### config.mk
export PLATFORM = sky130hd
export DESIGN_NAME = servo_ctrl_multi
export DESIGN_NICKNAME = d
export VERILOG_FILES = /design/src/rtl/servo_ctrl_multi.sv
export SDC_FILE = /design/constraint.sdc
export NUM_CORES = 1
export LEC_CHECK = 0
export ABC_AREA = 0
export BUFFER_PORTS_ARGS = -buffer_cell sky130_fd_sc_hd__buf_4
export CORE_MARGIN = 8
export CORE_UTILIZATION = 45
export DETAILED_ROUTE_END_ITERATION = 10
export PLACE_DENSITY = 0.65
export SYNTH_ARGS = -nofsm -noshare
export SYNTH_HDL_FRONTEND = slang
export SYNTH_SLANG_ARGS = --single-unit
### constraint.sdc
create_clock -name clk -period 6.07 [get_ports clk]
set_clock_uncertainty 0.15 [all_clocks]
set_input_delay 0.3035 -clock clk [delete_from_list [all_inputs] [get_ports clk]]
set_output_delay 0.3035 -clock clk [all_outputs]
set_load 0.01 [all_outputs]
### src/rtl/servo_ctrl_multi.sv
// N-channel hobby-servo controller: per-channel slewed setpoint, PWM generation,
// at-target detection and latched over-current shutdown sharing one period counter.
module servo_ctrl_multi #(
  parameter int N_CH       = 4,
  parameter int ANG_W      = 8,
  parameter int ANG_MAX    = 180,
  parameter int CUR_W      = 10,
  parameter int PERIOD_CYC = 2000,
  parameter int PW_MIN     = 100,
  parameter int PW_STEP    = 1,
  parameter int SLEW_STEP  = 1,
  parameter int POS_TOL    = 2,
  parameter int I_LIMIT    = 512,
  parameter int FAULT_CNT  = 3,
  localparam int CH_W      = (N_CH > 1) ? $clog2(N_CH) : 1
) (
  input  logic                    clk,
  input  logic                    rst,
  input  logic                    cmd_valid,
  output logic                    cmd_ready,
  input  logic [CH_W-1:0]         cmd_ch,
  input  logic [ANG_W-1:0]        cmd_angle,
  input  logic [N_CH*CUR_W-1:0]   meas_current,
  input  logic [N_CH*ANG_W-1:0]   meas_angle,
  input  logic [N_CH-1:0]         fault_clr,
  output logic [N_CH-1:0]         pwm_out,
  output logic [N_CH*ANG_W-1:0]   cur_angle,
  output logic [N_CH-1:0]         at_target,
  output logic [N_CH-1:0]         fault,
  output logic                    period_start
);

  localparam int CNT_W = (PERIOD_CYC > 1) ? $clog2(PERIOD_CYC) : 1;
  localparam int PW_W  = ANG_W + 16;
  localparam int CMP_W = (PW_W > CNT_W) ? PW_W : CNT_W;
  localparam int OC_W  = $clog2(FAULT_CNT + 1);

  logic [CNT_W-1:0] cnt_reg, cnt_next;
  logic             cnt_zero, cnt_last, cmd_fire;
  logic [ANG_W-1:0] cmd_angle_clamped;

  always_comb begin
    cnt_zero          = (cnt_reg == '0);
    cnt_last          = (cnt_reg == CNT_W'(PERIOD_CYC - 1));
    cnt_next          = cnt_last ? '0 : cnt_reg + 1'b1;
    cmd_fire          = cmd_valid && !rst;
    cmd_angle_clamped = (cmd_angle > ANG_W'(ANG_MAX)) ? ANG_W'(ANG_MAX) : cmd_angle;
  end

  assign cmd_ready    = !rst;
  assign period_start = !rst && cnt_zero;

  always_ff @(posedge clk) begin
    if (rst) cnt_reg <= '0;
    else     cnt_reg <= cnt_next;
  end

  genvar gi;
  generate
    for (gi = 0; gi < N_CH; gi++) begin : g_ch
      logic [ANG_W-1:0] target_reg, target_next, sp_reg, sp_next;
      logic [ANG_W-1:0] gap, slew, meas, err;
      logic [PW_W-1:0]  pw_reg, pw_next;
      logic [OC_W-1:0]  oc_cnt_reg, oc_cnt_next;
      logic             oc_seen_reg, oc_seen_next, over, oc_any, trip;
      logic             fault_reg, fault_next, pwm_reg, pwm_next, at_tgt_reg, at_tgt_next;

      always_comb begin
        // Out-of-range cmd_ch never matches any gi, so such commands are dropped.
        target_next = target_reg;
        if (cmd_fire && cmd_ch == CH_W'(gi)) target_next = cmd_angle_clamped;

        gap  = (target_reg > sp_reg) ? target_reg - sp_reg : sp_reg - target_reg;
        slew = (gap > ANG_W'(SLEW_STEP)) ? ANG_W'(SLEW_STEP) : gap;
        sp_next = sp_reg;
        pw_next = pw_reg;
        if (cnt_zero && !fault_reg) begin
          sp_next = (target_reg > sp_reg) ? sp_reg + slew : sp_reg - slew;
          pw_next = PW_W'(PW_MIN) + PW_W'(sp_next) * PW_W'(PW_STEP);
        end

        over         = meas_current[gi*CUR_W +: CUR_W] > CUR_W'(I_LIMIT);
        oc_any       = oc_seen_reg || over;
        oc_seen_next = oc_any;
        oc_cnt_next  = oc_cnt_reg;
        trip         = 1'b0;
        if (cnt_last) begin
          oc_seen_next = 1'b0;
          if (oc_any) begin
            if (oc_cnt_reg < OC_W'(FAULT_CNT)) oc_cnt_next = oc_cnt_reg + 1'b1;
            trip = (oc_cnt_next == OC_W'(FAULT_CNT));
          end else begin
            oc_cnt_next = '0;
          end
        end

        // A trip in the same cycle as a clear keeps the channel faulted.
        fault_next = fault_reg;
        if (trip) begin
          fault_next = 1'b1;
        end else if (fault_clr[gi]) begin
          fault_next   = 1'b0;
          oc_cnt_next  = '0;
          oc_seen_next = 1'b0;
        end

        pwm_next = !fault_next && (cnt_next != '0) &&
                   (CMP_W'(cnt_next) <= CMP_W'(pw_next));

        meas        = meas_angle[gi*ANG_W +: ANG_W];
        err         = (meas > sp_reg) ? meas - sp_reg : sp_reg - meas;
        at_tgt_next = (sp_reg == target_reg) && (err <= ANG_W'(POS_TOL));
      end

      always_ff @(posedge clk) begin
        if (rst) begin
          target_reg  <= '0;
          sp_reg      <= '0;
          pw_reg      <= '0;
          oc_cnt_reg  <= '0;
          oc_seen_reg <= 1'b0;
          fault_reg   <= 1'b0;
          pwm_reg     <= 1'b0;
          at_tgt_reg  <= 1'b0;
        end else begin
          target_reg  <= target_next;
          sp_reg      <= sp_next;
          pw_reg      <= pw_next;
          oc_cnt_reg  <= oc_cnt_next;
          oc_seen_reg <= oc_seen_next;
          fault_reg   <= fault_next;
          pwm_reg     <= pwm_next;
          at_tgt_reg  <= at_tgt_next;
        end
      end

      assign pwm_out[gi]                   = pwm_reg;
      assign cur_angle[gi*ANG_W +: ANG_W]  = sp_reg;
      assign at_target[gi]                 = at_tgt_reg;
      assign fault[gi]                     = fault_reg;
    end
  endgenerate

endmodule

==> impl_metrics.env <==
export IMPL_outcome="complete, but fails checks"
export IMPL_failed_checks="setup timing"
export IMPL_clkLatencyLatePin_ns=0.45
export IMPL_finalWorstSetupSlack_ns=-0.0665
export IMPL_path_clk_slew_ns=0.09
export IMPL_grt_max_degree=72
export IMPL_postSynthAreaPerCell_um2=8.15
export IMPL_worstHoldEndpoint="g_ch[3].oc_seen_reg"
export IMPL_initial_core_util_pct=45.5
export IMPL_yosysSeqAreaShare_pct=25.6
export IMPL_worstHoldStart="meas_current[39]"
export IMPL_io_pins=135
export IMPL_overflow=0
export IMPL_num_vias=13842
export IMPL_relSlewSlack_pct=21.1
export IMPL_critPathMaxFanout=3
export IMPL_hold_class="in2reg"
export IMPL_die_h_um=200
export IMPL_power_ir_vdd_worst_v=0.000304
export IMPL_finalCritPeriodShare_pct=101
export IMPL_cts_tree="done"
export IMPL_required_ns=6.28
export IMPL_vias_per_cell=5.44
export IMPL_end_kind="flip-flop"
export IMPL_finalSetupViolCount=1
export IMPL_slew_violations=0
export IMPL_drive_above_1_share_pct=19.4
export IMPL_post_synth_inst_count=1867
export IMPL_final_cells=2545
export IMPL_area_growth_pct=21.6
export IMPL_ys_warn_count=0
export IMPL_netlist_cell_type_count=84
export IMPL_cts_root_buffer="clkbuf_16"
export IMPL_p_per_area_mw_per_mm2=588
export IMPL_rows=67
export IMPL_max_freq_ghz=0.163
export IMPL_core_area_mm2=0.0334
export IMPL_synth_edf_count=0
export IMPL_tightest_slew_ns=1.17
export IMPL_cts_sinks=195
export IMPL_largest_reg_flops=96
export IMPL_ctsLongestPathBuffers=2
export IMPL_ys_flop_type="dfxtp_1"
export IMPL_leakage_nw=8.37
export IMPL_hold_viol_final=0
export IMPL_period_minus_slack_ns=6.14
export IMPL_portBuffers=134
export IMPL_die_w_um=200
export IMPL_yosysTopAreaCellShare_pct=25.6
export IMPL_drc=0
export IMPL_yosysTopAreaCell="dfxtp_1"
export IMPL_start_kind="flip-flop"
export IMPL_drt_initial_drc_count=786
export IMPL_wl_um=42300
export IMPL_drv_cap=0
export IMPL_grt_pass1_wl_um=67600
export IMPL_cts_buffers=17
export IMPL_antenna_found_initial=0
export IMPL_reg2reg_to="g_ch[0].pwm_reg"
export IMPL_regToRegStartpoint="g_ch[0].sp_reg[0]"
export IMPL_worstSetupPathType="reg2reg"
export IMPL_r2r_slack_ns=-0.07
export IMPL_num_antenna_cells=0
export IMPL_synth_area_leaders="dfxtp_1 (26%), ha_1 (17%), a21oi_1 (4.7%)"
export IMPL_final_util_pct=55.3
export IMPL_syn_area_mm2=0.0152
export IMPL_whs_ns=0.0159
export IMPL_ys_ff_latch=195
export IMPL_first_pass_iters=5
export IMPL_grt_use_total_pct=20.9
export IMPL_grt_pass1_vias=13411
export IMPL_htree_levels=4
export IMPL_arrival_ns=6.34
export IMPL_rsz0062_at_grt="true"
export IMPL_nets=2396
export IMPL_async_flop_share_pct=0
export IMPL_wl_per_cell_um=16.6
export IMPL_ant_nets=0
export IMPL_dp_cells=2498
export IMPL_worstRegToRegCells=27
export IMPL_nFillCells=3080
export IMPL_die_area_mm2=0.0400
export IMPL_dp_hpwl_um=32700
export IMPL_hold_depth=3
export IMPL_place_gp_congestion=0.897
[where the power goes]
group          internal, W  leakage [nW]  switching (W)  total (W)
sequential         0.00147          1.59      0.0000859    0.00155
combinational      0.00386          6.47        0.00426    0.00811
clock             0.000605         0.307       0.000609    0.00121
total              0.00593          8.37        0.00495     0.0109
[final cells by class]
class	instances	area (µm²)	share of cell area, %
sequential	195	3910	21.1
tap	448	561	3.03
timing repair buffer	276	2090	11.3
inverter	152	571	3.08
multi-input combinational	1442	10700	58.1
clock buffer	17	425	2.30
clock inverter	15	204	1.10
[stage by stage]
stage                     cell area (µm²)  power (W)  setup TNS [ns]  worst slack (ns)
after floorplan                     15200    0.00679               0           0.00190
after global placement              17400    0.00895        -0.00919          -0.00919
after detailed placement            17400    0.00909          -0.234            -0.223
after CTS                           18100     0.0105        -0.00246          -0.00246
after global routing                18500     0.0118          -0.748            -0.355
final                               18500     0.0109         -0.0665           -0.0665
[cell families after synthesis]
family	Yosys count	synth area share, %
compound gates	441	19.0
xor+xnor	83	4.78
fa+ha+maj	223	19.3
buf+inv	233	6.15
flops	195	25.6
mux	59	4.00
other cells	1	0.0246
simple gates	632	21.0
[worst max path at each step]
stage,startpoint,to,slack (ns),cells after the start
2_1_floorplan,g_ch[0].sp_reg[1],g_ch[0].pwm_reg,0.002,25
3_3_place_gp,g_ch[0].sp_reg[0],g_ch[0].pwm_reg,-0.009,27
3_5_place_dp,g_ch[0].sp_reg[0],g_ch[0].pwm_reg,-0.22,27
4_1_cts,g_ch[0].sp_reg[0],g_ch[0].pwm_reg,-0.002,27
5_1_grt,g_ch[0].target_reg[0],g_ch[0].pwm_reg,-0.35,28
6_report,g_ch[0].sp_reg[0],g_ch[0].pwm_reg,-0.07,27
[critical path, stage by stage, from the launching register on]
cell and delay [ns]:
dfxtp_2 0.33, inv_2 0.07, ha_4 0.13, inv_2 0.04
fa_2 0.33, a21o_1 0.17, a21oi_2 0.17, xnor2_1 0.09
or4_1 0.41, or4_4 0.52, mux2_4 0.29, nor2_2 0.08
ha_1 0.23, nand2_2 0.10, ha_4 0.20, nor2b_4 0.12
o31a_1 0.33, o31a_1 0.35, o22ai_2 0.17, xnor2_2 0.16
xnor2_2 0.12, or3_4 0.40, and2_4 0.17, ha_4 0.21
a21o_1 0.16, a211oi_2 0.17, o21ai_1 0.10, a311oi_1 0.25
[cell usage after synthesis, types with 47 or more instances]
master / count
dfxtp_1: 195
clkbuf_1: 57
nor2_1: 184
a21oi_1: 143
nand2_1: 112
o21ai_0: 77
o21a_1: 51
xnor2_1: 53
nor3_1: 47
and3_1: 67
inv_1: 151
ha_1: 203
[metal layers]
metal  track usage (%)  routed length, µm  share of wire, %  vias to the layer above
met1              28.8              20700                49                     6505
met5                 0                  0                 0                        -
li1                  -                  -                 -                     6997
met2              32.9              18700                44                      291
met4              6.16                869               2.1                        0
met3              3.70               2000               4.7                       49
[timing repair]
| action | in CTS | in global routing |
|---|---|---|
| resized for setup | 15 | 65 |
| hold endpoints to repair | 12 | 0 |
| setup buffers | 1 | 10 |
| hold buffers | 4 | 0 |
| cloned | 0 | 0 |
| pin swaps | 3 | 26 |
| endpoints found under the setup margin | 3 | 4 |
[cells in the final DEF (no fill, tap or decap), types with 10 or more instances in the layout]
cell type / n
a211oi_1: 25
a21o_1: 27
a21oi_1: 133
a21oi_2: 11
and2_1: 17
and3_1: 67
buf_4: 271
clkbuf_16: 17
dfxtp_1: 192
fa_1: 18
ha_1: 193
inv_1: 148
mux2_2: 13
mux2i_1: 44
nand2_1: 111
nand2b_1: 25
nand3_1: 33
nand3b_1: 12
nand4_1: 27
nor2_1: 183
nor2b_1: 35
nor3_1: 45
nor4_1: 17
o21a_1: 51
o21ai_0: 69
o31a_1: 14
or3_1: 10
xnor2_1: 47
xor2_1: 30
Note: power is estimated with default switching activity, not from simulation.
